**config.mk**
```make
export PLATFORM = sky130hd
export DESIGN_NAME = if_id_fetch_queue
export DESIGN_NICKNAME = d
export VERILOG_FILES = /design/src/rtl/if_id_fetch_queue.sv
export SDC_FILE = /design/constraint.sdc
export NUM_CORES = 1
export LEC_CHECK = 0
export CAP_MARGIN = 20
export CORE_MARGIN = 2
export CORE_UTILIZATION = 38
export CTS_CLUSTER_SIZE = 24
export DETAILED_ROUTE_END_ITERATION = 16
export GPL_TIMING_DRIVEN = 0
export PLACE_DENSITY = 0.65
export SLEW_MARGIN = 20
export SYNTH_ARGS = -nofsm -noshare
export SYNTH_HDL_FRONTEND = slang
export SYNTH_SLANG_ARGS = --single-unit
```
**constraint.sdc**
```tcl
create_clock -name clk_i -period 18.8 [get_ports clk_i]
set_clock_uncertainty 0.1 [all_clocks]
set_input_delay 4.7 -clock clk_i [delete_from_list [all_inputs] [get_ports clk_i]]
set_output_delay 4.7 -clock clk_i [all_outputs]
set_load 0.02 [all_outputs]
```
**src/rtl/if_id_fetch_queue.sv**
```systemverilog
// if_id_fetch_queue
// Small FIFO between instruction fetch and decode. Holds {PC, instruction}
// pairs, presents the head entry to decode, and absorbs decode stalls and
// branch flushes without losing or duplicating instructions. Outputs are
// driven from registered state only, so there is no ready_i -> ready_o path
// and no same-cycle bypass from input to output.
module if_id_fetch_queue #(
    parameter int               DEPTH = 2,
    parameter int               XLEN  = 32,
    parameter int               PC_W  = 32,
    parameter logic [XLEN-1:0]  NOP   = 32'h00000013
) (
    input  logic                         clk_i,
    input  logic                         rst_i,
    input  logic                         flush_i,
    input  logic                         in_valid_i,
    output logic                         in_ready_o,
    input  logic [PC_W-1:0]              in_pc_i,
    input  logic [XLEN-1:0]              in_instr_i,
    output logic                         out_valid_o,
    input  logic                         out_ready_i,
    output logic [PC_W-1:0]              out_pc_o,
    output logic [XLEN-1:0]              out_instr_o,
    output logic [$clog2(DEPTH+1)-1:0]   count_o
);

    localparam int PTR_W = (DEPTH > 1) ? $clog2(DEPTH) : 1;
    localparam int CNT_W = $clog2(DEPTH + 1);

    logic [PTR_W-1:0] r_wr_ptr;
    logic [PTR_W-1:0] r_rd_ptr;
    logic [CNT_W-1:0] r_count;

    // Storage carries no reset; contents are only observed while counted valid.
    logic [PC_W-1:0]  r_mem_pc    [DEPTH];
    logic [XLEN-1:0]  r_mem_instr [DEPTH];

    logic             w_push;
    logic             w_pop;
    logic             w_not_empty;
    logic             w_not_full;

    // Handshake qualification; flush suppresses both sides of the transfer.
    always_comb begin
        w_not_empty = (r_count != '0);
        w_not_full  = (r_count < CNT_W'(DEPTH));
        w_push      = in_valid_i & w_not_full & ~flush_i;
        w_pop       = w_not_empty & out_ready_i & ~flush_i;
    end

    assign in_ready_o  = w_not_full;
    assign out_valid_o = w_not_empty;
    assign count_o     = r_count;

    // Head presentation: stored entry while valid, zero PC / NOP while empty.
    always_comb begin
        out_pc_o    = '0;
        out_instr_o = NOP;
        if (w_not_empty) begin
            out_pc_o    = r_mem_pc[r_rd_ptr];
            out_instr_o = r_mem_instr[r_rd_ptr];
        end
    end

    // Pointer and occupancy state; flush rewinds both pointers to zero.
    always_ff @(posedge clk_i or negedge rst_i) begin
        if (!rst_i) begin
            r_wr_ptr <= '0;
            r_rd_ptr <= '0;
            r_count  <= '0;
        end else if (flush_i) begin
            r_wr_ptr <= '0;
            r_rd_ptr <= '0;
            r_count  <= '0;
        end else begin
            if (w_push) begin
                r_wr_ptr <= r_wr_ptr + PTR_W'(1);
            end
            if (w_pop) begin
                r_rd_ptr <= r_rd_ptr + PTR_W'(1);
            end
            if (w_push && !w_pop) begin
                r_count <= r_count + CNT_W'(1);
            end else if (w_pop && !w_push) begin
                r_count <= r_count - CNT_W'(1);
            end
        end
    end

    // One write port per entry, enabled when the write pointer selects it.
    generate
        for (genvar gi = 0; gi < DEPTH; gi++) begin : g_entry
            logic w_we;
            assign w_we = w_push && (r_wr_ptr == PTR_W'(gi));

            // Capture the offered pair into this entry on an accepted push.
            always_ff @(posedge clk_i) begin
                if (w_we) begin
                    r_mem_pc[gi]    <= in_pc_i;
                    r_mem_instr[gi] <= in_instr_i;
                end
            end
        end
    endgenerate

endmodule

```
==> flow_summary.toml, run 1 <==
[timing]
finalSetupViolCount = 0
grt_setup_unrepaired = "no"
timing.hold.ws_ps = 497
maxSlewViolCount = 0
min_period_over_period_pct = 37.2
slew_headroom_pct = 51.5
hold_viol = 0
fmax_mhz = 143
setup_tns_ps = 0
postLayoutSetupSlackWorst_ps = 11810
tightest_slew_ps = 723
fin_crit_ps = 6990

[synth]
yosysUniqueCellTypes = 19
avgSynthCellArea_sq_um = 17.2
yosysTopAreaCellShare_pct = 76.2
synth.area.top_cells = "edfxtp_1, mux2i_1, nor2_1"
ys.flop_type = "edfxtp_1"
yosysTopAreaCell = "edfxtp_1"
synth_nets = 362
synth_xor_xnor_area_share_pct = 0.347
yosysMostFrequentCell = "edfxtp_1"
synth_cells = 293
netlist_area_sq_um = 5040
seq_area_frac_synth_pct = 78.2
synthSimpleGateAreaFrac_pct = 5.90
ys_ff_latch = 132
synthTopCellsByCount = "edfxtp_1, mux2i_1, nor2_1"
synthAdderAreaFrac_pct = 0
yosys-mux-area-fraction_pct = 12.9
synth_edf_count = 128
synth_top_family_by_area = "multiplexers"
synthArstFlopShare_pct = 3.03
synth_compound_area_share_pct = 0.546
ys_warn_count = 0

[setup_path]
arrival_ps = 2190
reg2regPathDepth = 5
cp_max_fo = 10
r2r_slack_ps = 16500
worstSetupPathType = "register to output pin"
cp-start-kind = "register"
end_kind = "output pin"
regToRegStartpoint = "count_o[1]"
timing.rr.end = "r_mem_pc[0][20]"
crit_required_ps = 14000

[global_route]
overflow = 0
track_usage_pct = 14.7
grt_max_degree = 17
grt_pass1_vias = 3156
grt_pass1_wl_microns = 15600
antenna_found_initial = 0

[routing]
vias = 2948
wire_per_inst_microns = 15.4
wl_microns = 10000
vias_per_cell = 4.51
drc = 0
drt_iter0_drc = 113
dr.pass1.iters = 4
final_antenna_net_count = 0

[clock_tree]
clock_sinks = 132
cts_made_buffers = 17
cts-htree-levels = 4
cts_tree = "built"
root_buffer = "clkbuf_16"
postCtsResizedCells = 0
clkTransAtPathRegs_ps = 50
post_cts_buffers = 0
hold_buffers = 0
clk_latency_ps = 400
clk_path_buf_depth = 2

[cells_and_area]
utilization_pct = 56.1
final_cells = 653
final_layout_size_suffix_gt1_share_pct = 13.0
diodes = 0
final_area_sq_um = 7350
fin_nets = 533
area_delta_synth_final_pct = 45.7

[die]
die_h_microns = 119
die_w_microns = 119
io_pins = 137
fp.dieArea_sq_um = 14200
core_area_sq_um = 13100
start_util_pct = 38.5
num_rows = 42

[power_and_ir_drop]
p_total_uw = 756
power_per_cell_area_nw_per_um2 = 103
power_leakage_nw = 2.50
peakVddDrop_v = 0.0000564

[place]
place_area_sq_um = 6780
dpl_worst_slack_ps = 11870
port_buffers = 136
gp_congestion = 0.712
dpl.cell_count = 621
hpwl_microns = 7140

[hold_path]
min_path_cells = 2
hold_path_startpoint = "r_wr_ptr"
hp-class = "register to register"
holdPathEnd = "r_wr_ptr"

[status]
status = "completed"

[run]
max_cap_violations = 0
-- sequential cells by signal, summed over array words and instances, names as in the netlist --
signal / cells
count_o: 2
r_wr_ptr: 1
r_mem_instr: 64
r_rd_ptr: 1
r_mem_pc: 64
-- critical path, stage by stage (launching register included) --
cell and delay [ps]:
dfrtp_1 450, nor2_2 370, buf_2 310, nor2_1 90, clkdlybuf4s50_1 550
-- placed cells by master (no fill, tap or decap), drive strengths merged, types with 3 or more instances in the layout --
| master | synthesis | layout |
|---|---|---|
| nor2 | 64 | 64 |
| nand2 | 4 | 4 |
| edfxtp | 128 | 128 |
| clkinv | 0 | 8 |
| clkinvlp | 0 | 3 |
| buf | 13 | 29 |
| clkbuf | 0 | 19 |
| clkdlybuf4s50 | 0 | 136 |
| mux2i | 65 | 65 |
| dfrtp | 4 | 4 |
-- report_power, final --
| part | internal [mW] | total [mW] | switching, mW |
|---|---|---|---|
| sequential | 0.337 | 0.340 | 0.00317 |
| clock | 0.194 | 0.312 | 0.118 |
| combinational | 0.0516 | 0.104 | 0.0524 |
-- cell families after synthesis --
family,count (synthesis)
AO/OA/AOI/OAI,5
XOR/XNOR,2
buffers and inverters,15
flip-flops,132
multiplexers,65
AND/OR/NAND/NOR,74
-- layout make-up --
type	instances	area [sq um]
timing repair buffer	152	1500
tap	176	220
clock inverter	13	136
sequential	132	3940
buffer	13	98.8
fill	1067	5740
multi-input combinational	146	1000
inverter	2	7.51
clock buffer	19	433
-- layer usage --
layer / GRT usage, % / vias up / wire length, microns
met5: 0 / - / 0
met2: 25.0 / 89 / 5150
li1: - / 1429 / -
met3: 4.84 / 18 / 536
met1: 16.5 / 1412 / 4140
met4: 7.14 / 0 / 218
-- how the worst max path moves through the flow --
stage,start,end
after floorplan,in_valid_i,r_mem_instr[1][0]
after global placement,in_valid_i,r_mem_instr[1][9]
after detailed placement,in_valid_i,r_mem_instr[1][7]
after CTS,count_o[1],out_pc_o[7]
after global routing,count_o[1],out_instr_o[2]
final,count_o[1],out_pc_o[6]
(Power assumes the default switching activity.)
==> run 2: changes to the inputs <==
- clock period: 18.8 -> 6.5 ns (I/O delays scaled with it)
==> run 2 against run 1 <==
Global-route usage hardly changed; total power grew to 2.9 times the previous value; critical path depth stayed put; wire length is 0.27% lower; flip-flop and latch count stayed put; cell count is 1.2% lower; sequential power grew to 2.9 times the previous value; via count is 0.78% higher; sequential share of layout area is 0.055 points higher; die area stayed put; cell area is 0.10% lower; combinational power grew to 2.9 times the previous value; largest cell class unchanged.
==> flow_summary.toml, run 2 (synthesis results as in run 1) <==
[routing]
final_antenna_net_count = 0
drt_iter0_drc = 173
wl_microns = 10000
vias = 2971
wire_per_inst_microns = 15.5
drc = 0
dr.pass1.iters = 4
vias_per_cell = 4.61

[die]
fp.dieArea_sq_um = 14200
start_util_pct = 38.5
die_w_microns = 119
die_h_microns = 119
num_rows = 42
core_area_sq_um = 13100
io_pins = 137

[clock_tree]
clk_latency_ps = 410
postCtsResizedCells = 0
clock_sinks = 132
root_buffer = "clkbuf_16"
hold_buffers = 0
cts_made_buffers = 17
cts-htree-levels = 4
clk_path_buf_depth = 2
post_cts_buffers = 0
cts_tree = "built"
clkTransAtPathRegs_ps = 50

[run]
max_cap_violations = 0

[power_and_ir_drop]
intPower_mw = 1.71
clkPwrFrac_pct = 41.5
switching_power_uw = 487
power_leakage_nw = 2.48
peakVddDrop_v = 0.000202
power_per_cell_area_nw_per_um2 = 300
swShare_pct = 22.1
combPwrFrac_pct = 13.7
seq_power_share_pct = 44.7
p_total_mw = 2.20

[setup_path]
regToRegStartpoint = "count_o[1]"
reg2regPathDepth = 6
cp_max_fo = 10
timing.rr.end = "r_mem_pc[1][5]"
crit_required_ps = 4780
crit_path_end = "out_instr_o[3]"
cp-start-kind = "register"
crit_start = "count_o[1]"
worstSetupPathType = "register to output pin"
end_kind = "output pin"
r2r_slack_ps = 3860
arrival_ps = 2280

[cells_and_area]
diodes = 0
fin_nets = 525
fill_cells = 1061
layout_common_cells = "clkdlybuf4s50_1, edfxtp_1, mux2i_1"
utilization_pct = 56.1
final_layout_size_suffix_gt1_share_pct = 10.9
layout_commonest_cell = "clkdlybuf4s50_1"
area_delta_synth_final_pct = 45.5

[timing]
postLayoutSetupSlackWorst_ps = 2500
hold_viol = 0
min_period_over_period_pct = 61.6
fmax_mhz = 250
grt_setup_unrepaired = "no"
fin_crit_ps = 4000
tightest_slew_ps = 723
finalSetupViolCount = 0
slew_headroom_pct = 51.6
maxSlewViolCount = 0

[global_route]
grt_max_degree = 17
grt_pass1_wl_microns = 15600
grt_pass1_vias = 3125
antenna_found_initial = 0
overflow = 0
track_usage_pct = 14.7

[place]
hpwl_microns = 6880
port_buffers = 136
gp_congestion = 0.705
dpl_worst_slack_ps = 2290

[hold_path]
hp-class = "register to register"

[status]
status = "completed"
## run 2: cell types whose count changed in the layout (fill, tap and decap cells not counted), sizes merged
cell	delta
clkinv	+3
buf	-8
clkbuf	-2
bufinv	+1
clkinvlp	-2
## run 2: stage by stage
| step | std cells | hold WS (ps) | cell area (sq um) | TNS [ps] |
|---|---|---|---|---|
| after floorplan | 293 | 436 | 5050 | 0 |
| after global placement | 605 | 455 | 6640 | -27500 |
| after detailed placement | 613 | 519 | 6770 | 0 |
| after CTS | 645 | 539 | 7340 | 0 |
| after global routing | 645 | 567 | 7340 | 0 |
| final | 645 | 538 | 7340 | 0 |
## run 2: critical path, stage by stage (launching register included)
cell and delay, ps:
dfrtp_1 460, nor2_2 420, buf_2 330, nor2_1 90, clkdlybuf4s50_1 570
## run 2: worst min path at each step
stage	startpoint	endpoint	slack, ps	cells after the start
CTS	r_wr_ptr	r_wr_ptr	540	2
finish	r_wr_ptr	r_wr_ptr	540	2
floorplan	r_wr_ptr	r_wr_ptr	440	2
global route	r_wr_ptr	r_wr_ptr	570	2
detailed placement	r_wr_ptr	r_wr_ptr	520	2
global placement	r_wr_ptr	r_wr_ptr	450	2
## run 2: cell type report
class	instances	area, sq um	share of cell area, %
clock buffers	17	425	5.80
well taps	176	220	3.00
inverters	2	7.51	0.102
plain buffers	13	98.8	1.35
multi-input cells	146	1020	13.8
flip-flops and latches	132	3940	53.7
repair buffers	144	1480	20.2
clock inverters	15	145	1.98
## run 2: metal layers
layer / wire length, microns / GRT usage, %
met1: 4190 / 18.0
met3: 661 / 5.03
met2: 4990 / 23.4
met5: 0 / 0
met4: 174 / 7.07
## run 2: power by group through the flow
| stage | Clock, mW | Sequential, mW | Combinational (mW) |
|---|---|---|---|
| 2_1_floorplan | 0 | 1.00 | 0.148 |
| 3_3_place_gp | 0 | 1.00 | 0.290 |
| 3_5_place_dp | 0 | 1.00 | 0.305 |
| 4_1_cts | 0.936 | 0.985 | 0.307 |
| 5_1_grt | 0.976 | 0.987 | 0.323 |
| 6_report | 0.914 | 0.985 | 0.302 |
